`config.mk`:
```
export PLATFORM = sky130hd
export DESIGN_NAME = usb_uart_buffer
export DESIGN_NICKNAME = d
export VERILOG_FILES = /design/src/rtl/usb_uart_pkg.sv /design/src/rtl/usb_uart_buffer_fifo.sv /design/src/rtl/usb_uart_buffer.sv
export SDC_FILE = /design/constraint.sdc
export NUM_CORES = 1
export LEC_CHECK = 0
export CORE_ASPECT_RATIO = 1.25
export CORE_MARGIN = 5
export CORE_UTILIZATION = 45
export CTS_CLUSTER_SIZE = 16
export DETAILED_ROUTE_END_ITERATION = 10
export HOLD_SLACK_MARGIN = 0.15
export PLACE_DENSITY = 0.59
export SLEW_MARGIN = 20
export SYNTH_ARGS = -nofsm -noshare
export SYNTH_HDL_FRONTEND = slang
export SYNTH_SLANG_ARGS = --single-unit
```
`constraint.sdc`:
```
create_clock -name clk_48mhz -period 5.3 [get_ports clk_48mhz]
set_input_delay 0.795 -clock clk_48mhz [delete_from_list [all_inputs] [get_ports clk_48mhz]]
set_output_delay 0.795 -clock clk_48mhz [all_outputs]
set_load 0.005 [all_outputs]
```
`src/rtl/usb_uart_pkg.sv`:
```
// Shared constants and TX state encoding for the USB UART byte buffer.
// Imported by usb_uart_buffer.
package usb_uart_pkg;

  localparam int TX_DEPTH_DEF    = 64;
  localparam int RX_DEPTH_DEF    = 64;
  localparam int TX_HOLD_LEN_DEF = 32;
  localparam int TX_TIMEOUT_DEF  = 480;

  typedef enum logic [1:0] {
    IDLE  = 2'd0,
    HOLD  = 2'd1,
    DRAIN = 2'd2
  } tx_state_t;

endpackage

```
`src/rtl/usb_uart_buffer_fifo.sv`:
```
// usb_byte_fifo: first-word-fall-through byte FIFO with occupancy count.
// Ports: i_clk/i_rst, i_push/i_data, i_pop, o_data (0 when empty), o_full, o_empty, o_level.
module usb_byte_fifo #(
  parameter int DEPTH = 64
) (
  input  logic                     i_clk,
  input  logic                     i_rst,
  input  logic                     i_push,
  input  logic [7:0]               i_data,
  input  logic                     i_pop,
  output logic [7:0]               o_data,
  output logic                     o_full,
  output logic                     o_empty,
  output logic [$clog2(DEPTH):0]   o_level
);

  localparam int AW = $clog2(DEPTH);

  logic [7:0]  r_mem [DEPTH];
  logic [AW-1:0] r_wr;
  logic [AW-1:0] r_rd;
  logic [AW:0]   r_level;
  logic        w_push;
  logic        w_pop;

  assign o_full  = (r_level == (AW+1)'(DEPTH));
  assign o_empty = (r_level == '0);
  assign o_level = r_level;
  assign o_data  = o_empty ? 8'h00 : r_mem[r_rd];

  // A push into a full FIFO is legal when the head leaves in the same cycle.
  assign w_pop  = i_pop && !o_empty;
  assign w_push = i_push && (!o_full || w_pop);

  always_ff @(posedge i_clk or posedge i_rst) begin
    if (i_rst) begin
      r_wr    <= '0;
      r_rd    <= '0;
      r_level <= '0;
    end else begin
      if (w_push) r_wr <= r_wr + 1'b1;
      if (w_pop)  r_rd <= r_rd + 1'b1;
      if (w_push && !w_pop)      r_level <= r_level + 1'b1;
      else if (w_pop && !w_push) r_level <= r_level - 1'b1;
    end
  end

  always_ff @(posedge i_clk) begin
    if (w_push) r_mem[r_wr] <= i_data;
  end

endmodule

```
`src/rtl/usb_uart_buffer.sv`:
```
// Byte buffer between a user UART-like stream and a USB CDC core.
// TX path holds bytes into bursts (length/timeout/flush); RX path backpressures or drops.
// Ports: clk_48mhz, reset; uart_in_*, core_in_*, core_out_*, uart_out_* streams;
// tx_flush; tx_level, rx_level occupancy; rx_overflow_count dropped RX bytes.
module usb_uart_buffer
  import usb_uart_pkg::*;
#(
  parameter int TX_DEPTH    = TX_DEPTH_DEF,
  parameter int RX_DEPTH    = RX_DEPTH_DEF,
  parameter int TX_HOLD_LEN = TX_HOLD_LEN_DEF,
  parameter int TX_TIMEOUT  = TX_TIMEOUT_DEF,
  parameter int RX_DROP     = 0
) (
  input  logic                        clk_48mhz,
  input  logic                        reset,
  input  logic [7:0]                  uart_in_data,
  input  logic                        uart_in_valid,
  output logic                        uart_in_ready,
  output logic [7:0]                  core_in_data,
  output logic                        core_in_valid,
  input  logic                        core_in_ready,
  input  logic [7:0]                  core_out_data,
  input  logic                        core_out_valid,
  output logic                        core_out_ready,
  output logic [7:0]                  uart_out_data,
  output logic                        uart_out_valid,
  input  logic                        uart_out_ready,
  input  logic                        tx_flush,
  output logic [$clog2(TX_DEPTH):0]   tx_level,
  output logic [$clog2(RX_DEPTH):0]   rx_level,
  output logic [15:0]                 rx_overflow_count
);

  localparam int TAW = $clog2(TX_DEPTH);
  localparam int TW  = $clog2(TX_TIMEOUT) + 1;
  localparam logic [TAW:0]  L_HOLD = (TAW+1)'(TX_HOLD_LEN);
  localparam logic [TW-1:0] L_TMAX = TW'(TX_TIMEOUT - 1);
  localparam logic [TAW:0]  L_ONE  = (TAW+1)'(1);

  tx_state_t     r_state;
  tx_state_t     w_state_nxt;
  logic [TW-1:0] r_timer;
  logic [15:0]   r_ovf;
  logic          r_rdy_en;

  logic       w_tx_full;
  logic       w_tx_empty;
  logic [7:0] w_tx_head;
  logic       w_rx_full;
  logic       w_rx_empty;
  logic       w_tx_push;
  logic       w_tx_pop;
  logic       w_rx_push;
  logic       w_rx_pop;
  logic       w_rx_drop;

  // Readies stay low through reset and for the first cycle after it.
  assign uart_in_ready  = r_rdy_en && !w_tx_full;
  assign core_out_ready = r_rdy_en && ((RX_DROP != 0) || !w_rx_full);
  assign core_in_valid  = (r_state == DRAIN) && !w_tx_empty;
  assign core_in_data   = core_in_valid ? w_tx_head : 8'h00;
  assign uart_out_valid = !w_rx_empty;
  assign rx_overflow_count = r_ovf;

  assign w_tx_push = uart_in_valid && uart_in_ready;
  assign w_tx_pop  = core_in_valid && core_in_ready;
  assign w_rx_pop  = uart_out_valid && uart_out_ready;
  assign w_rx_push = core_out_valid && core_out_ready;
  assign w_rx_drop = (RX_DROP != 0) && w_rx_push && w_rx_full && !w_rx_pop;

  usb_byte_fifo #(.DEPTH(TX_DEPTH)) u_tx_fifo (
    .i_clk   (clk_48mhz),
    .i_rst   (reset),
    .i_push  (w_tx_push),
    .i_data  (uart_in_data),
    .i_pop   (w_tx_pop),
    .o_data  (w_tx_head),
    .o_full  (w_tx_full),
    .o_empty (w_tx_empty),
    .o_level (tx_level)
  );

  usb_byte_fifo #(.DEPTH(RX_DEPTH)) u_rx_fifo (
    .i_clk   (clk_48mhz),
    .i_rst   (reset),
    .i_push  (w_rx_push),
    .i_data  (core_out_data),
    .i_pop   (w_rx_pop),
    .o_data  (uart_out_data),
    .o_full  (w_rx_full),
    .o_empty (w_rx_empty),
    .o_level (rx_level)
  );

  always_comb begin
    w_state_nxt = r_state;
    unique case (r_state)
      IDLE: begin
        if (w_tx_push) w_state_nxt = (TX_HOLD_LEN == 0) ? DRAIN : HOLD;
      end
      HOLD: begin
        if (tx_level >= L_HOLD || r_timer == L_TMAX || tx_flush)
          w_state_nxt = DRAIN;
      end
      DRAIN: begin
        // A write alongside the final pop keeps the burst going.
        if (w_tx_pop && tx_level == L_ONE && !w_tx_push)
          w_state_nxt = IDLE;
      end
      default: w_state_nxt = IDLE;
    endcase
  end

  always_ff @(posedge clk_48mhz or posedge reset) begin
    if (reset) begin
      r_state  <= IDLE;
      r_timer  <= '0;
      r_ovf    <= '0;
      r_rdy_en <= 1'b0;
    end else begin
      r_state  <= w_state_nxt;
      r_rdy_en <= 1'b1;
      // Outside HOLD the timer sits at zero, so HOLD is always entered cleared.
      if (w_tx_push || r_state != HOLD) r_timer <= '0;
      else if (r_timer != L_TMAX)       r_timer <= r_timer + 1'b1;
      if (w_rx_drop && r_ovf != 16'hFFFF) r_ovf <= r_ovf + 16'd1;
    end
  end

endmodule

```
==> results of run 1 <==
-- through the flow --
stage	instances	worst slack, ns	util, %
floorplan	2197	2.02	-
global placement	3378	1.25	47.0
detailed placement	3378	1.27	47.0
CTS	3573	0.494	50.7
global route	3573	0.281	50.7
finish	3573	0.588	50.7
-- worst max-delay path by stage --
stage | slack [ns] | to | startpoint | cells after the start
after floorplan | 2.02 | u_rx_fifo.o_level[5] | u_rx_fifo.o_level[0] | 12
after global placement | 1.25 | core_in_data[2] | u_tx_fifo.r_rd[3] | 7
after detailed placement | 1.27 | core_in_data[2] | u_tx_fifo.r_rd[0] | 7
after CTS | 0.49 | core_in_data[7] | u_tx_fifo.r_rd[2] | 8
after global routing | 0.28 | core_in_data[7] | u_tx_fifo.r_rd[3] | 6
final | 0.59 | core_in_data[7] | u_tx_fifo.r_rd[2] | 8
-- cell families after synthesis --
kind of cell | share of synthesized area, %
DFF | 75.5
muxes | 13.7
and+or+nand+nor | 3.39
AOI/OAI and AO/OA | 4.34
buffers and inverters | 1.85
xor gates and xnor gates | 0.702
adders and majority gates | 0.519
other | 0.0177
-- where the power goes --
| part | switching [mW] | internal (mW) | total [mW] | leakage (nW) |
|---|---|---|---|---|
| clock | 3.20 | 4.14 | 7.34 | 1.66 |
| combinational | 3.46 | 2.86 | 6.32 | 3.74 |
| sequential | 0.551 | 9.58 | 10.1 | 9.84 |
-- synthesized netlist by cell type (all sizes together) (3+ instances only) --
cell type and n:
nand3b 10, a211o 16, mux2i 143, nand4 10, or2 4, a211oi 36, o31ai 3, nor2 168
o21a 3, buf 86, a32o 6, mux2 3, nor3 8, dfrtp 51, a21oi 36, or4 4
ha 16, xnor2 20, and2 5, nor2b 14, nand2 51, o221ai 32, xor2 14, or3 4
edfxtp 1024, nand3 17, a22o 14, mux4 193, nand2b 5, a21o 4, o22ai 31, inv 12
a22oi 41, clkbuf 55, or3b 5, o21ai 11
-- worst max-delay path: stages (launching register included) --
cell	delay, ns
dfrtp_2	0.77
buf_4	0.50
mux4_2	0.37
mux2i_1	0.22
nor2_1	0.09
a2111oi_0	0.44
buf_4	0.20
o32ai_1	0.12
clkdlybuf4s50_1	0.49
-- final cells by class --
class	instances	area (um2)	share of cell area, %
inverter	12	45.0	0.0946
timing repair buffer	106	913	1.92
sequential	1075	32000	67.3
clock buffer	125	2730	5.74
multi-input combinational	969	9680	20.3
clock inverter	70	676	1.42
tap	1216	1520	3.20
-- sequential cells by signal (all words and copies together), names as in the netlist --
| name | cells |
|---|---|
| u_tx_fifo.r_rd | 6 |
| u_tx_fifo.r_mem | 512 |
| u_rx_fifo.r_rd | 6 |
| u_tx_fifo.r_wr | 6 |
| u_rx_fifo.r_mem | 512 |
| u_rx_fifo.r_wr | 6 |
| u_rx_fifo.o_level | 7 |
| u_tx_fifo.o_level | 7 |
| r_timer | 10 |
| r_rdy_en | 1 |
| r_state | 2 |
-- per-layer routing --
layer,up-vias,wire length (um),global-route usage [%]
met5,-,0,0
met4,0,3400,6.64
met3,181,5190,2.92
met2,673,52400,35.0
met1,11000,37900,24.3
li1,9049,-,-
==> impl_metrics.csv, run 1 <==
group,metric,value,unit
clocking,htreeDepth,3,
final_layout,final_layout_size_suffix_gt1_share,18.7,%
clocking,post_cts_resized,0,
yosys,postSynth.asyncResetShare,4.74,%
timing,holdWs,0.497,ns
placement,dpl_cell_area,0.0442,mm2
floorplan,start_util,45.2,%
detailed_routing,initialDrtViolationCount,1758,
final_layout,layout_common_cells,"edfxtp_1, mux4_2, nor2_1",
yosys,yosysWarnings,0,
grt,antenna_found_initial,0,
clocking,post_cts_buffers,0,
placement,hpwl,62.0,mm
final_layout,finalInstanceArea,0.0476,mm2
timing,maxSlewHeadroom,32.8,%
yosys,ys_seq_area_share,75.5,%
yosys,synthDistinctLibCells,67,
final_layout,num-nets-final,2308,
clocking,clock_path_buffers,3,
yosys,synth.top_cell.area_share,72.5,%
worst_setup_path,critical_path_peak_fanout,25,
timing,setup_viol,0,
worst_setup_path,worstSetupPathType,"reg -> out",
yosys,yosys-top-cells-area,"edfxtp_1, mux4_2, mux2i_1, dfrtp_1, nor2_1",
timing,fmax,212,MHz
final_layout,syn2layout_area_growth,12.2,%
hold_path,min_to,"r_state[0]",
detailed_routing,viasPerCell,5.84,
run,max_cap_viol_count,0,
worst_setup_path,crit_path_start_kind,"register",
timing,tightest_slew,1.00,ns
grt,grt_max_degree,69,
floorplan,rows,126,
yosys,syn_area,0.0424,mm2
yosys,ys.flop_type,"edfxtp_1",
clocking,cts_tree,"done",
floorplan,die_area,0.101,mm2
hold_path,hold_path.class,"reg -> reg",
yosys,synth-edff-count,1024,
timing,period_share,88.9,%
worst_setup_path,required,4.51,ns
pwr,ir_drop,0.000433,V
placement,gp_congestion,0.826,
detailed_routing,drc,0,
worst_setup_path,ff2ff_setup_slack,1.57,ns
yosys,ys_ff_latch,1075,
worst_setup_path,arrival,3.92,ns
clocking,clock_latency,0.69,ns
placement,io_buffers,56,
outcome,status,"completed",
grt,grt_pass1_vias,21900,
grt,grtUsageTotal,19.5,%
hold_path,min-delay-start,"r_state[1]",
hold_path,min_path_cells,1,
clocking,root_buffer,"clkbuf_16",
final_layout,n_fill_cell,7542,
floorplan,die_h,353,um
detailed_routing,route.vias.total,20900,
timing,rsz0062_at_grt,"false",
worst_setup_path,reg2reg_to,"u_rx_fifo.o_level[5]",
floorplan,ioPinCount,73,
detailed_routing,wl_per_cell,27.7,um
grt,grt_overflow,0,
timing,setup_tns,0,ns
timing,finalHoldViolCount,0,
detailed_routing,first_pass_iters,6,
worst_setup_path,critPathCaptureType,"output pin",
clocking,clock-sinks,1075,
timing,fin_skew,0.0436,ns
pwr,p_per_area,500,mW/mm2
floorplan,fp.dieW,285,um
clocking,cts_buffers,104,
floorplan,fp.coreArea,0.0940,mm2
worst_setup_path,r2r-start,"u_rx_fifo.o_level[0]",
final_layout,antenna_cells,0,
yosys,postSynthCellCount,2182,
timing,final-max-slew-violation-count,0,
clocking,hold_buffers,0,
pwr,power.leakage,15.2,nW
detailed_routing,ant_nets,0,
timing,fin_crit,4.71,ns
grt,grt_pass1_wl,147,mm
detailed_routing,wl,98.9,mm
clocking,clk_pin_slew_worst_paths,0.06,ns
pwr,power.total,23.8,mW
final_layout,final_common_cell,"edfxtp_1",
yosys,syn_area_per_cell,19.4,um2
worst_setup_path,reg2reg_depth,12,
yosys,yosys.area.top_type,"edfxtp_1",
Note: power is estimated with default switching activity, not from simulation.
==> inputs of run 2 (changes only) <==
Settings changed: CAP_MARGIN set to 20.
==> results of run 2 <==
Final layout, timing and power as in run 1 (identical DEF).
==> inputs of run 3 (changes only) <==
Clock period 5.3 ns to 4.81 ns, I/O delays scaled along.
==> impl_metrics.csv, run 3 (synthesized netlist as in run 1, its figures left out) <==
group,metric,value,unit
outcome,status,"completed",
detailed_routing,drc,0,
pwr,power.total,26.4,mW
final_layout,stdcell_count,3583,
grt,grt_max_degree,65,
clocking,hold_buffers,0,
detailed_routing,initialDrtViolationCount,1628,
clocking,clock-sinks,1075,
worst_setup_path,critPathSlowestCell,"dfrtp_4",
pwr,pwr-share-comb,26.8,%
floorplan,die_area,0.101,mm2
worst_setup_path,critPathMaxStageDelay,0.71,ns
final_layout,layout_common_cells,"edfxtp_1, mux4_2, nor2_1",
detailed_routing,wl,98.1,mm
clocking,cts_buffers,102,
worst_setup_path,ff2ff_setup_slack,0.62,ns
timing,setup_viol,0,
timing,fin_skew,0.0471,ns
placement,dp_cells,3395,
worst_setup_path,required,4.09,ns
worst_setup_path,path_cells,"buf_12 > mux4_2 > a22o_1 > a211oi_1 > a211o_1 > o21ai_0 > clkdlybuf4s50_1",
timing,finalHoldViolCount,0,
timing,final-max-slew-violation-count,0,
worst_setup_path,cp_top_family,"compound AO/OA/AOI/OAI gates",
final_layout,final_layout_size_suffix_gt1_share,19.2,%
grt,grt_pass1_vias,21700,
final_layout,antenna_cells,0,
final_layout,reg_top3,"u_rx_fifo.r_mem (512), u_tx_fifo.r_mem (512), r_timer (10)",
timing,fin_crit,4.56,ns
pwr,seqPwrFrac,42.0,%
detailed_routing,first_pass_iters,7,
clocking,root_buffer,"clkbuf_16",
pwr,p_per_area,553,mW/mm2
placement,hpwl,60.8,mm
worst_setup_path,arrival,3.84,ns
timing,maxSlewHeadroom,28.7,%
timing,rsz0062_at_grt,"false",
pwr,ir_drop,0.000374,V
run,max_cap_viol_count,0,
grt,grt_overflow,0,
floorplan,fp.coreArea,0.0940,mm2
floorplan,rows,126,
worst_setup_path,critical_path_peak_fanout,35,
worst_setup_path,critPathCaptureType,"output pin",
clocking,clk_pin_slew_worst_paths,0.06,ns
final_layout,num-nets-final,2324,
placement,io_buffers,56,
pwr,pwr-share-clk,31.3,%
timing,period_share,94.8,%
final_layout,final_common_cell,"edfxtp_1",
clocking,cts_tree,"done",
grt,antenna_found_initial,1,
final_layout,final_util,50.9,%
detailed_routing,wl_per_cell,27.4,um
placement,gp_congestion,0.827,
timing,fmax,219,MHz
worst_setup_path,critical_path.n_buffers_inverters,2,
clocking,htreeDepth,3,
grt,grt_pass1_wl,145,mm
clocking,clock_latency,0.68,ns
timing,tightest_slew,1.07,ns
floorplan,fp.dieW,285,um
clocking,clock_path_buffers,3,
pwr,switching_power,7.90,mW
floorplan,die_h,353,um
timing,setup_tns,0,ns
pwr,p_int,18.5,mW
final_layout,syn2layout_area_growth,12.6,%
detailed_routing,viasPerCell,5.81,
pwr,switching_share,29.9,%
floorplan,ioPinCount,73,
detailed_routing,route.vias.total,20800,
worst_setup_path,crit_path_start_kind,"register",
floorplan,start_util,45.2,%
detailed_routing,ant_nets,0,
worst_setup_path,worstSetupPathType,"reg -> out",
hold_path,hold_path.class,"reg -> reg",
final_layout,n_fill_cell,7483,
pwr,power.leakage,15.4,nW
grt,grtUsageTotal,19.3,%
run 3: cell type report:
| cell class | count | area (um2) | area share, % |
|---|---|---|---|
| clock buffers | 119 | 2630 | 5.49 |
| clock inverters | 68 | 806 | 1.69 |
| inverters | 12 | 45.0 | 0.0942 |
| multi-input cells | 969 | 9680 | 20.3 |
| flip-flops and latches | 1075 | 32000 | 67.0 |
| well taps | 1216 | 1520 | 3.18 |
| repair buffers | 124 | 1070 | 2.25 |
run 3: final timing paths:
path,from,cells past startpoint,to
setup / recovery,u_rx_fifo.r_rd[0],7,uart_out_data[0]
hold / removal,r_state[1],1,r_state[0]
setup reg to reg,u_rx_fifo.o_level[0],12,u_rx_fifo.o_level[5]
hold reg to reg,r_state[1],1,r_state[0]
max in group asynchronous,reset,3,u_tx_fifo.r_rd[0]
min in group asynchronous,reset,2,u_rx_fifo.o_level[6]
run 3: power groups by stage:
| stage | Sequential, mW | Combinational, mW | Clock, mW |
|---|---|---|---|
| 4_1_cts | 11.1 | 7.18 | 8.39 |
| 3_5_place_dp | 11.3 | 7.10 | 0 |
| 6_report | 11.1 | 7.07 | 8.26 |
| 2_1_floorplan | 10.9 | 4.95 | 0 |
| 3_3_place_gp | 11.3 | 7.03 | 0 |
| 5_1_grt | 11.1 | 7.52 | 8.78 |
run 3: worst register-to-register path, cell delays in order, from the launching register on:
cell and delay [ns]:
dfrtp_1 0.43, or4_1 0.59, or3_1 0.52, and2_1 0.29
inv_1 0.22, ha_1 0.35, inv_1 0.20, ha_1 0.37
a21oi_1 0.21, a21boi_0 0.16, o21ai_0 0.28, nor4b_1 0.34
a221oi_1 0.08
run 3: routing by layer:
metal | routed length, um | vias up | global-route usage [%]
li1 | - | 9081 | -
met1 | 38200 | 11000 | 24.0
met2 | 52900 | 572 | 35.2
met3 | 4100 | 156 | 2.57
met4 | 2800 | 0 | 5.74
met5 | 0 | - | 0
run 3: stage by stage:
step                      hold slack [ns]  setup slack [ns]  instance area, um2
after floorplan                     0.447              1.53               42500
after global placement              0.467             0.631               44300
after detailed placement            0.486             0.647               44300
after CTS                           0.495             0.170               47800
after global routing                0.517            0.0899               47800
final                               0.495             0.250               47800
run 3: what timing repair did:
action	in CTS	in global routing
buffers inserted	1	0
resized for setup	1	0
setup endpoints to repair	2	0
